`src/rtl/voting_machine_param_if.sv`:
```
// Front-panel bundle for the voting machine: officer/button inputs on one
// side, the LED bank and status flags on the other.
interface voting_machine_param_if #(
    parameter int NUM_CAND = 4,
    parameter int CNT_W    = 8
);
    localparam int IDX_W = $clog2(NUM_CAND);
    localparam int TOT_W = CNT_W + IDX_W;

    logic                mode;
    logic                arm;
    logic [NUM_CAND-1:0] button;
    logic [CNT_W-1:0]    led;
    logic                armed;
    logic                vote_ack;
    logic [IDX_W-1:0]    winner;
    logic                tie;
    logic [TOT_W-1:0]    total;
    logic                sat;

    // Panel side: drives buttons and officer controls, watches the display.
    modport master (
        output mode, arm, button,
        input  led, armed, vote_ack, winner, tie, total, sat
    );

    // Machine side.
    modport slave (
        input  mode, arm, button,
        output led, armed, vote_ack, winner, tie, total, sat
    );
endinterface

```
`src/rtl/voting_machine_param.sv`:
```
// Parametrised voting machine: per-button press qualification, an officer-armed
// one-vote-per-voter handshake, saturating per-candidate counters with a
// running total, registered winner/tie result and an LED bank that either
// flashes an acknowledge or shows a selected candidate's count.
module voting_machine_param #(
    parameter int NUM_CAND  = 4,
    parameter int CNT_W     = 8,
    parameter int PRESS_CYC = 10,
    parameter int ACK_CYC   = 16
) (
    input  logic                   clk,
    input  logic                   reset,
    voting_machine_param_if.slave  bus
);
    localparam int IDX_W  = $clog2(NUM_CAND);
    localparam int TOT_W  = CNT_W + IDX_W;
    localparam int HOLD_W = $clog2(PRESS_CYC + 1);
    localparam int ACK_W  = $clog2(ACK_CYC + 1);

    localparam logic [HOLD_W-1:0] HOLD_MAX  = HOLD_W'(PRESS_CYC);
    localparam logic [HOLD_W-1:0] HOLD_FIRE = HOLD_W'(PRESS_CYC - 1);
    localparam logic [ACK_W-1:0]  ACK_LOAD  = ACK_W'(ACK_CYC);
    localparam logic [CNT_W-1:0]  CNT_FULL  = '1;

    typedef enum logic {
        IDLE  = 1'b0,
        ARMED = 1'b1
    } state_t;

    // Lowest set index of a one-hot-or-more vector (0 when empty).
    function automatic logic [IDX_W-1:0] lowest_idx(input logic [NUM_CAND-1:0] v);
        logic [IDX_W-1:0] idx;
        idx = '0;
        for (int i = NUM_CAND - 1; i >= 0; i--) begin
            if (v[i]) idx = IDX_W'(i);
        end
        return idx;
    endfunction

    // A counter at its top value cannot take another vote.
    function automatic logic cnt_full(input logic [CNT_W-1:0] c);
        return (c == CNT_FULL);
    endfunction

    logic [HOLD_W-1:0]   hold_q [NUM_CAND];
    logic [HOLD_W-1:0]   hold_d [NUM_CAND];
    logic [CNT_W-1:0]    cnt_q  [NUM_CAND];
    logic [CNT_W-1:0]    cnt_d  [NUM_CAND];
    logic [NUM_CAND-1:0] valid;
    state_t              state_q, state_d;
    logic [TOT_W-1:0]    total_q, total_d;
    logic                sat_q, sat_d;
    logic                ack_q, ack_d;
    logic [ACK_W-1:0]    ack_cnt_q, ack_cnt_d;
    logic [IDX_W-1:0]    disp_q, disp_d;
    logic [IDX_W-1:0]    win_q, win_d;
    logic                tie_q, tie_d;
    logic [CNT_W-1:0]    led_q, led_d;
    logic [CNT_W-1:0]    max_cnt;
    logic [IDX_W-1:0]    sel;
    logic                accept;

    // A vote is taken only while armed and in voting mode; lowest index wins.
    assign sel    = lowest_idx(valid);
    assign accept = (state_q == ARMED) && !bus.mode && (|valid);

    // Press qualifier: count consecutive high cycles, fire once on reaching PRESS_CYC.
    always_comb begin
        for (int i = 0; i < NUM_CAND; i++) begin
            valid[i]  = 1'b0;
            hold_d[i] = '0;
            if (bus.button[i]) begin
                valid[i]  = (hold_q[i] == HOLD_FIRE);
                hold_d[i] = (hold_q[i] == HOLD_MAX) ? hold_q[i] : hold_q[i] + HOLD_W'(1);
            end
        end
    end

    // Arming FSM next state: one arm buys exactly one vote; result mode disarms.
    always_comb begin
        state_d = state_q;
        case (state_q)
            IDLE:    if (bus.arm && !bus.mode) state_d = ARMED;
            ARMED:   if (bus.mode || (|valid)) state_d = IDLE;
            default: state_d = IDLE;
        endcase
    end

    // Vote counting: saturated candidates keep their count and flag the loss.
    always_comb begin
        for (int i = 0; i < NUM_CAND; i++) cnt_d[i] = cnt_q[i];
        total_d = total_q;
        sat_d   = sat_q;
        ack_d   = accept;
        if (accept) begin
            if (cnt_full(cnt_q[sel])) begin
                sat_d = 1'b1;
            end else begin
                cnt_d[sel] = cnt_q[sel] + CNT_W'(1);
                total_d    = total_q + TOT_W'(1);
            end
        end
    end

    // Leader search: first strictly larger count wins, equal nonzero maxima mark a tie.
    always_comb begin
        max_cnt = '0;
        win_d   = '0;
        tie_d   = 1'b0;
        for (int i = 0; i < NUM_CAND; i++) begin
            if (cnt_q[i] > max_cnt) begin
                max_cnt = cnt_q[i];
                win_d   = IDX_W'(i);
                tie_d   = 1'b0;
            end else if ((cnt_q[i] == max_cnt) && (max_cnt != '0)) begin
                tie_d = 1'b1;
            end
        end
    end

    // LED source: acknowledge flash window in voting mode, selected count in result mode.
    always_comb begin
        ack_cnt_d = ack_cnt_q;
        if (accept) begin
            ack_cnt_d = ACK_LOAD;
        end else if (ack_cnt_q != '0) begin
            ack_cnt_d = ack_cnt_q - ACK_W'(1);
        end
        disp_d = disp_q;
        if (bus.mode && (|valid)) disp_d = sel;
        if (bus.mode) begin
            led_d = cnt_q[disp_d];
        end else begin
            led_d = (ack_cnt_d != '0) ? CNT_FULL : '0;
        end
    end

    // State registers, all cleared asynchronously.
    always_ff @(posedge clk or posedge reset) begin
        if (reset) begin
            for (int i = 0; i < NUM_CAND; i++) begin
                hold_q[i] <= '0;
                cnt_q[i]  <= '0;
            end
            state_q   <= IDLE;
            total_q   <= '0;
            sat_q     <= 1'b0;
            ack_q     <= 1'b0;
            ack_cnt_q <= '0;
            disp_q    <= '0;
            win_q     <= '0;
            tie_q     <= 1'b0;
            led_q     <= '0;
        end else begin
            for (int i = 0; i < NUM_CAND; i++) begin
                hold_q[i] <= hold_d[i];
                cnt_q[i]  <= cnt_d[i];
            end
            state_q   <= state_d;
            total_q   <= total_d;
            sat_q     <= sat_d;
            ack_q     <= ack_d;
            ack_cnt_q <= ack_cnt_d;
            disp_q    <= disp_d;
            win_q     <= win_d;
            tie_q     <= tie_d;
            led_q     <= led_d;
        end
    end

    assign bus.led      = led_q;
    assign bus.armed    = (state_q == ARMED);
    assign bus.vote_ack = ack_q;
    assign bus.winner   = win_q;
    assign bus.tie      = tie_q;
    assign bus.total    = total_q;
    assign bus.sat      = sat_q;
endmodule
```
`src/flat_wrapper.sv`:
```
// flat-port wrapper written by rule: the top's interface ports become plain ports
module voting_machine_param_flat 
#(
    parameter int NUM_CAND  = 4,
    parameter int CNT_W     = 8,
    parameter int PRESS_CYC = 10,
    parameter int ACK_CYC   = 16
)
  (clk, reset, bus_mode, bus_arm, bus_button, bus_led, bus_armed, bus_vote_ack, bus_winner, bus_tie, bus_total, bus_sat);
  voting_machine_param_if #(.NUM_CAND(NUM_CAND), .CNT_W(CNT_W)) bus_i ();
  input  logic clk;
  input  logic reset;
  input wire logic [$bits(bus_i.mode)-1:0] bus_mode;
  input wire logic [$bits(bus_i.arm)-1:0] bus_arm;
  input wire logic [$bits(bus_i.button)-1:0] bus_button;
  output wire logic [$bits(bus_i.led)-1:0] bus_led;
  output wire logic [$bits(bus_i.armed)-1:0] bus_armed;
  output wire logic [$bits(bus_i.vote_ack)-1:0] bus_vote_ack;
  output wire logic [$bits(bus_i.winner)-1:0] bus_winner;
  output wire logic [$bits(bus_i.tie)-1:0] bus_tie;
  output wire logic [$bits(bus_i.total)-1:0] bus_total;
  output wire logic [$bits(bus_i.sat)-1:0] bus_sat;
  assign bus_i.mode = bus_mode;
  assign bus_i.arm = bus_arm;
  assign bus_i.button = bus_button;
  assign bus_led = bus_i.led;
  assign bus_armed = bus_i.armed;
  assign bus_vote_ack = bus_i.vote_ack;
  assign bus_winner = bus_i.winner;
  assign bus_tie = bus_i.tie;
  assign bus_total = bus_i.total;
  assign bus_sat = bus_i.sat;
  voting_machine_param #(.NUM_CAND(NUM_CAND), .CNT_W(CNT_W), .PRESS_CYC(PRESS_CYC), .ACK_CYC(ACK_CYC)) u_core (.clk(clk), .reset(reset), .bus(bus_i));
endmodule
```
`config.mk`:
```
export PLATFORM = sky130hd
export DESIGN_NAME = voting_machine_param_flat
export DESIGN_NICKNAME = d
export VERILOG_FILES = /design/src/rtl/voting_machine_param_if.sv /design/src/rtl/voting_machine_param.sv /design/src/flat_wrapper.sv
export SDC_FILE = /design/constraint.sdc
export NUM_CORES = 1
export LEC_CHECK = 0
export CAP_MARGIN = 10
export CORE_ASPECT_RATIO = 1.2
export CORE_UTILIZATION = 45
export DETAILED_ROUTE_END_ITERATION = 10
export PLACE_DENSITY_LB_ADDON = 0.08
export SKIP_CTS_REPAIR_TIMING = 1
export SYNTH_ARGS = -nofsm -noshare
export SYNTH_HDL_FRONTEND = slang
export SYNTH_SLANG_ARGS = --single-unit
```
`constraint.sdc`:
```
create_clock -name clk -period 5.98 [get_ports clk]
set_input_delay 0.897 -clock clk [delete_from_list [all_inputs] [get_ports clk]]
set_output_delay 0.897 -clock clk [all_outputs]
set_load 0.005 [all_outputs]
```
# Word-level counts from Yosys, hierarchy flattened
# Index checks and enable logic that the tools add are counted.
[totals]
inputBits = 8
word_cells = 114
ff_bits = 79
[op_classes]
n_eq_ne = 16
bitwise = 4
mux = 45
reduce_logical = 18
add_sub_neg = 7
n_lt_le_gt_ge = 7
[ops]
columns = ["op", "count"]
rows = [
  ["8-bit 2-to-1 mux", 10],
  ["8-bit binary-select mux with 2-bit select", 2],
  ["32-bit bitwise mux", 1],
  ["4-bit equality test (second input constant)", 8],
  ["4-bit 2-to-1 mux", 8],
  ["8-bit equality test", 3],
  ["8-bit > comparator", 3],
  ["8-bit nonzero test", 3],
  ["4-bit by 1-bit adder with 4-bit output (second input constant)", 4],
  ["8-bit demux with 2-bit select", 1],
  ["2-bit 2-to-1 mux", 7],
  ["1-bit 2-to-1 mux", 13],
  ["10-bit by 1-bit adder with 10-bit output (second input constant)", 1],
  ["5-bit 2-to-1 mux", 2],
  ["5-bit nonzero test", 2],
  ["8-bit by 1-bit adder with 8-bit output (second input constant)", 1],
  ["8-bit equality test (second input constant)", 1],
  ["8-bit by 1-bit > comparator with 1-bit output (second input constant)", 1],
  ["1-bit logical AND", 8],
  ["2-bit != test (second input constant)", 4],
  ["3-bit greater-or-equal comparator (second input constant)", 2],
  ["2-bit NOT with 3-bit output", 2],
  ["5-bit by 1-bit subtractor with 5-bit output (second input constant)", 1],
  ["2-bit AND reduction", 2],
  ["other kinds (6)", 7],
]

# Longest topological paths before layout
[depth]
word_depth = 13
ltp_mapped = 26
depth_no_buf = 25

# Worst setup path before layout
# OpenSTA, ideal clock, no wires.
[synth_timing]
path_kind = "register to register"
start = "register u_core.cnt_q[27] (netlist name)"
end = "register u_core.tie_q, in the netlist u_core.bus.tie"
arrival_ps = 4619
period_less_slack_ps = 4702
setup_time_ps = 82
path_stages_with_launch = 25
path_buffers = 1
setup_slack_ps = 1278
required_time_ps = 5898
cell_sequence = "dfrtp_1 -> inv_1 -> ha_1 -> and2_1 -> o21ai_0 -> a21boi_0 -> o31ai_2 -> mux2_2 -> ha_1 -> nor2b_1 -> o21a_1 -> o21a_1 -> o21bai_1 -> a21oi_1 -> clkbuf_1 -> mux2_2 -> ha_1 -> o21a_1 -> o21ai_0 -> nand2b_1 -> a211oi_1 -> o21ai_0 -> nand2_1 -> nand2b_1 -> o22ai_1"
[synth_between]
elab_chain_cells = 10
word_cells_on_any_way = 22
classes_between = "4 x order compare; 3 x eq/ne; 9 x mux; 6 x reduce/logical"
[synth_lines]
columns = ["element", "line_no", "source"]
rows = [
  ["start, declared", "voting_machine_param.sv:47", "logic [CNT_W-1:0] cnt_q [NUM_CAND];"],
  ["start signal, assigned by index", "voting_machine_param.sv:157", "cnt_q[i] <= cnt_d[i];"],
  ["8-bit by 1-bit > comparator with 1-bit output", "voting_machine_param.sv:111", "if (cnt_q[i] > max_cnt) begin"],
  ["8-bit 2-to-1 mux *", "voting_machine_param.sv:111", ""],
  ["parallel branches: the longest is 7 deep, another holds 8-bit > comparator", "n/a", ""],
  ["1-bit 2-to-1 mux *", "voting_machine_param.sv:111", ""],
  ["net u_core.tie_d", "voting_machine_param.sv:57", "logic tie_q, tie_d;"],
  ["end signal, assigned", "voting_machine_param.sv:166", "tie_q <= tie_d;"],
  ["end, declared", "voting_machine_param.sv:57", ""],
]
# Mark *: on every way through the listed nets, which the timed path passes.
# A chain may end at the register's enable or synchronous reset.

# Worst setup path in the final report
# Same ends and word-level chain as after synthesis.

==> impl_metrics.json <==
{
  "cts_buffers": 9,
  "end_kind": "register",
  "maxCapViolations": 0,
  "grt_max_degree": 80,
  "cts.sinks": 79,
  "fin_crit_sh_pct": 88.13,
  "vias_per_cell": 5.841,
  "seq_area_frac_synth_pct": 40.25,
  "relSlewSlack_pct": 21.02,
  "pin_count": 32,
  "fmax_mhz": 189.7,
  "synth_cell_types": 62,
  "syn_inst": 459,
  "die_width_um": 97.37,
  "gr-usage-all-layers_pct": 22.12,
  "finalSetupViolCount": 0,
  "tightest_slew_ns": 1.185,
  "swShare_pct": 26.94,
  "final_nets": 547,
  "cts_tree": "built",
  "p_int_uw": 1026,
  "vias": 3703,
  "synth_area_sq_mm": 0.004911,
  "cts_max_level": 3,
  "syn-mean-instance-area_sq_um": 10.70,
  "cp-start-kind": "register",
  "min_period_ns": 5.270,
  "wl_per_cell_um": 18.41,
  "ant_nets": 0,
  "netSwitchingPower_uw": 378.5,
  "pwr-share-clk_pct": 40.3,
  "finalMaxSlewViolations": 0,
  "synth_flop_cell": "dfrtp_1",
  "wirelength_um": 11680,
  "syn-num-nets": 506,
  "required_ns": 6.24,
  "initial_core_util_pct": 46.47,
  "reg2reg_depth": 25,
  "place_congestion": 0.9325,
  "drt_iter0_markers": 194,
  "worst_skew_pair.late_latency_ns": 0.34,
  "drtPass1Iterations": 4,
  "top_layer_used": "met4",
  "grt_remaining_overflow": 0,
  "yosysWarnings": 0,
  "status": "complete, no violations",
  "synth_enable_flop_cells": 0,
  "r2r_slack_ns": 0.71,
  "max-vdd-ir-drop_v": 0.0001227,
  "diodes": 0,
  "crit_arrival_ns": 5.54,
  "synthTopCellsByArea": "dfrtp_1 40%, ha_1 9.9%, mux2_2 4.8%, mux4_2 3.7%, xnor2_1 3.4%",
  "yosys.area.top_type": "dfrtp_1",
  "final_layout_size_suffix_gt1_share_pct": 17.43,
  "crit_fanout": 11,
  "die_h_um": 116.4,
  "hold_path_class": "register to register",
  "dr_wl_met3_um": 484,
  "p_leak_uw": 0.002666,
  "hold_path_depth": 1,
  "ys_seq_elements": 79,
  "clk_pin_slew_ns": 0.06,
  "clock_skew_ns": 0.008125,
  "yosysTopAreaCellShare_pct": 40.25,
  "finalSetupTns_ns": 0,
  "place_worst_setup_slack_ns": 0.7869,
  "drc": 0,
  "n_fill_cell": 942,
  "clk_path_buf_depth": 2,
  "place_hpwl_um": 8467,
  "multiInputGateArea_sq_mm": 0.002740,
  "wl_met1_um": 5237,
  "io_buffers": 31,
  "syn_to_final_growth_pct": 15.80,
  "rsz0062_at_grt": "no",
  "core.rowCount": 41,
  "cts_root_buffer": "clkbuf_16",
  "seqPwrFrac_pct": 43.3,
  "setup_ws_ns": 0.7096,
  "synth_commonest_cells": "79 x dfrtp_1, 39 x ha_1, 38 x nand2_1, 34 x inv_1, 23 x o21ai_0",
  "hold_viol": 0,
  "grt_pass1_wl_um": 19380,
  "p_comb_share_pct": 16.3,
  "die_area_sq_mm": 0.01134,
  "grt_pass1_vias": 3575,
  "register_area_sq_mm": 0.001977,
  "critPathKind": "register to register",
  "synthArstFlopShare_pct": 100.0,
  "dr_wl_met2_um": 5490,
  "antenna_found_initial": 0,
  "power_density_mw_per_mm2": 247.1,
  "core_sq_mm": 0.01057,
  "synthMostInstantiatedCell": "dfrtp_1"
}
## worst max-delay path, cell delays in order, from the launching register on
cell	delay (ns)
dfrtp_1	0.46
inv_1	0.10
ha_1	0.29
and2_1	0.19
o21ai_0	0.07
a21boi_0	0.12
o31ai_2	0.19
buf_4	0.24
mux2_2	0.38
ha_1	0.19
nor2b_1	0.12
o21a_1	0.12
o21a_1	0.11
o21bai_1	0.06
a21oi_1	0.68
mux2_2	0.43
ha_1	0.28
nor2b_1	0.14
o21a_1	0.16
o21ai_0	0.15
nand2b_1	0.07
a211oi_1	0.23
o21ai_0	0.13
nand2_1	0.09
nand2b_1	0.08
o22ai_1	0.12
## logic make-up (layout without fill, tap and decap cells)
family | after synthesis | count (layout) | share of synthesized area [%]
XOR/XNOR | 23 | 23 | 4.102
adder cells (fa/ha/maj) | 39 | 39 | 9.936
flip-flops | 79 | 79 | 40.25
AND/OR/NAND/NOR | 132 | 132 | 15.80
multiplexers | 45 | 45 | 12.00
buffers and inverters | 43 | 89 | 3.949
AO/OA/AOI/OAI | 98 | 98 | 13.96
## layer usage
layer	GRT usage (%)	vias to the layer above
met5	0	-
met4	10.69	0
met3	3.232	30
met2	36.08	100
met1	29.20	1817
li1	-	1756
## stage by stage
| step | hold slack [ns] | total power (uW) | cell area (sq um) | std cells | utilization (%) |
|---|---|---|---|---|---|
| final | 0.4616 | 1405 | 5687 | 634 | 53.81 |
| after global routing | 0.4967 | 1481 | 5687 | 634 | 53.81 |
| after CTS | 0.4720 | 1420 | 5687 | 634 | 53.81 |
| after detailed placement | 0.4582 | 850.7 | 5378 | 618 | 50.89 |
| after global placement | 0.4510 | 842.1 | 5378 | 618 | 50.89 |
| after floorplan | 0.4510 | 767.3 | 4911 | 459 | - |
## state kept, by name, summed over array words and instances (netlist names)
name / cells
u_core.cnt_q: 32
u_core.hold_q: 16
u_core.bus.total: 10
u_core.bus.led: 8
u_core.ack_cnt_q: 5
u_core.bus.winner: 2
u_core.disp_q: 2
u_core.bus.armed: 1
u_core.bus.sat: 1
u_core.bus.tie: 1
u_core.bus.vote_ack: 1
## cell usage in the layout (no fill, tap or decap), types with 10 or more instances in the layout
master	netlist	final
a21oi_1	17	17
xnor2_1	19	19
nand2_1	38	38
o21ai_2	13	13
mux2_2	21	21
nor2_1	16	16
a21o_1	10	10
and2_1	11	11
o21ai_0	23	23
ha_1	39	39
clkdlybuf4s50_1	0	31
dfrtp_1	79	79
mux2i_1	12	12
inv_1	34	33
nand4_1	10	10
## power by group through the flow
| stage | registers (uW) | logic (uW) | clock network (uW) |
|---|---|---|---|
| 6_report | 609 | 230 | 566 |
| 5_1_grt | 615 | 262 | 604 |
| 4_1_cts | 610 | 232 | 577 |
| 3_5_place_dp | 620 | 231 | 0 |
| 3_3_place_gp | 618 | 224 | 0 |
| 2_1_floorplan | 614 | 153 | 0 |
## cell type report
cell class / count / share of cell area (%)
timing repair buffer: 39 / 6.513
inverter: 34 / 2.266
sequential: 79 / 34.76
multi-input combinational: 337 / 48.18
tap: 129 / 2.838
clock inverter: 6 / 1.232
clock buffer: 10 / 4.202
## worst paths after layout
| kind | from | endpoint |
|---|---|---|
| worst max-delay path | u_core.cnt_q[27] | u_core.bus.tie |
| worst min-delay path | u_core.bus.sat | u_core.bus.sat |
| worst max register to register | u_core.cnt_q[27] | u_core.bus.tie |
| worst min register to register | u_core.bus.sat | u_core.bus.sat |
| max in group asynchronous | reset | u_core.cnt_q[10] |
| min in group asynchronous | reset | u_core.hold_q[0] |
No activity file was read; power rests on OpenSTA's default activity.
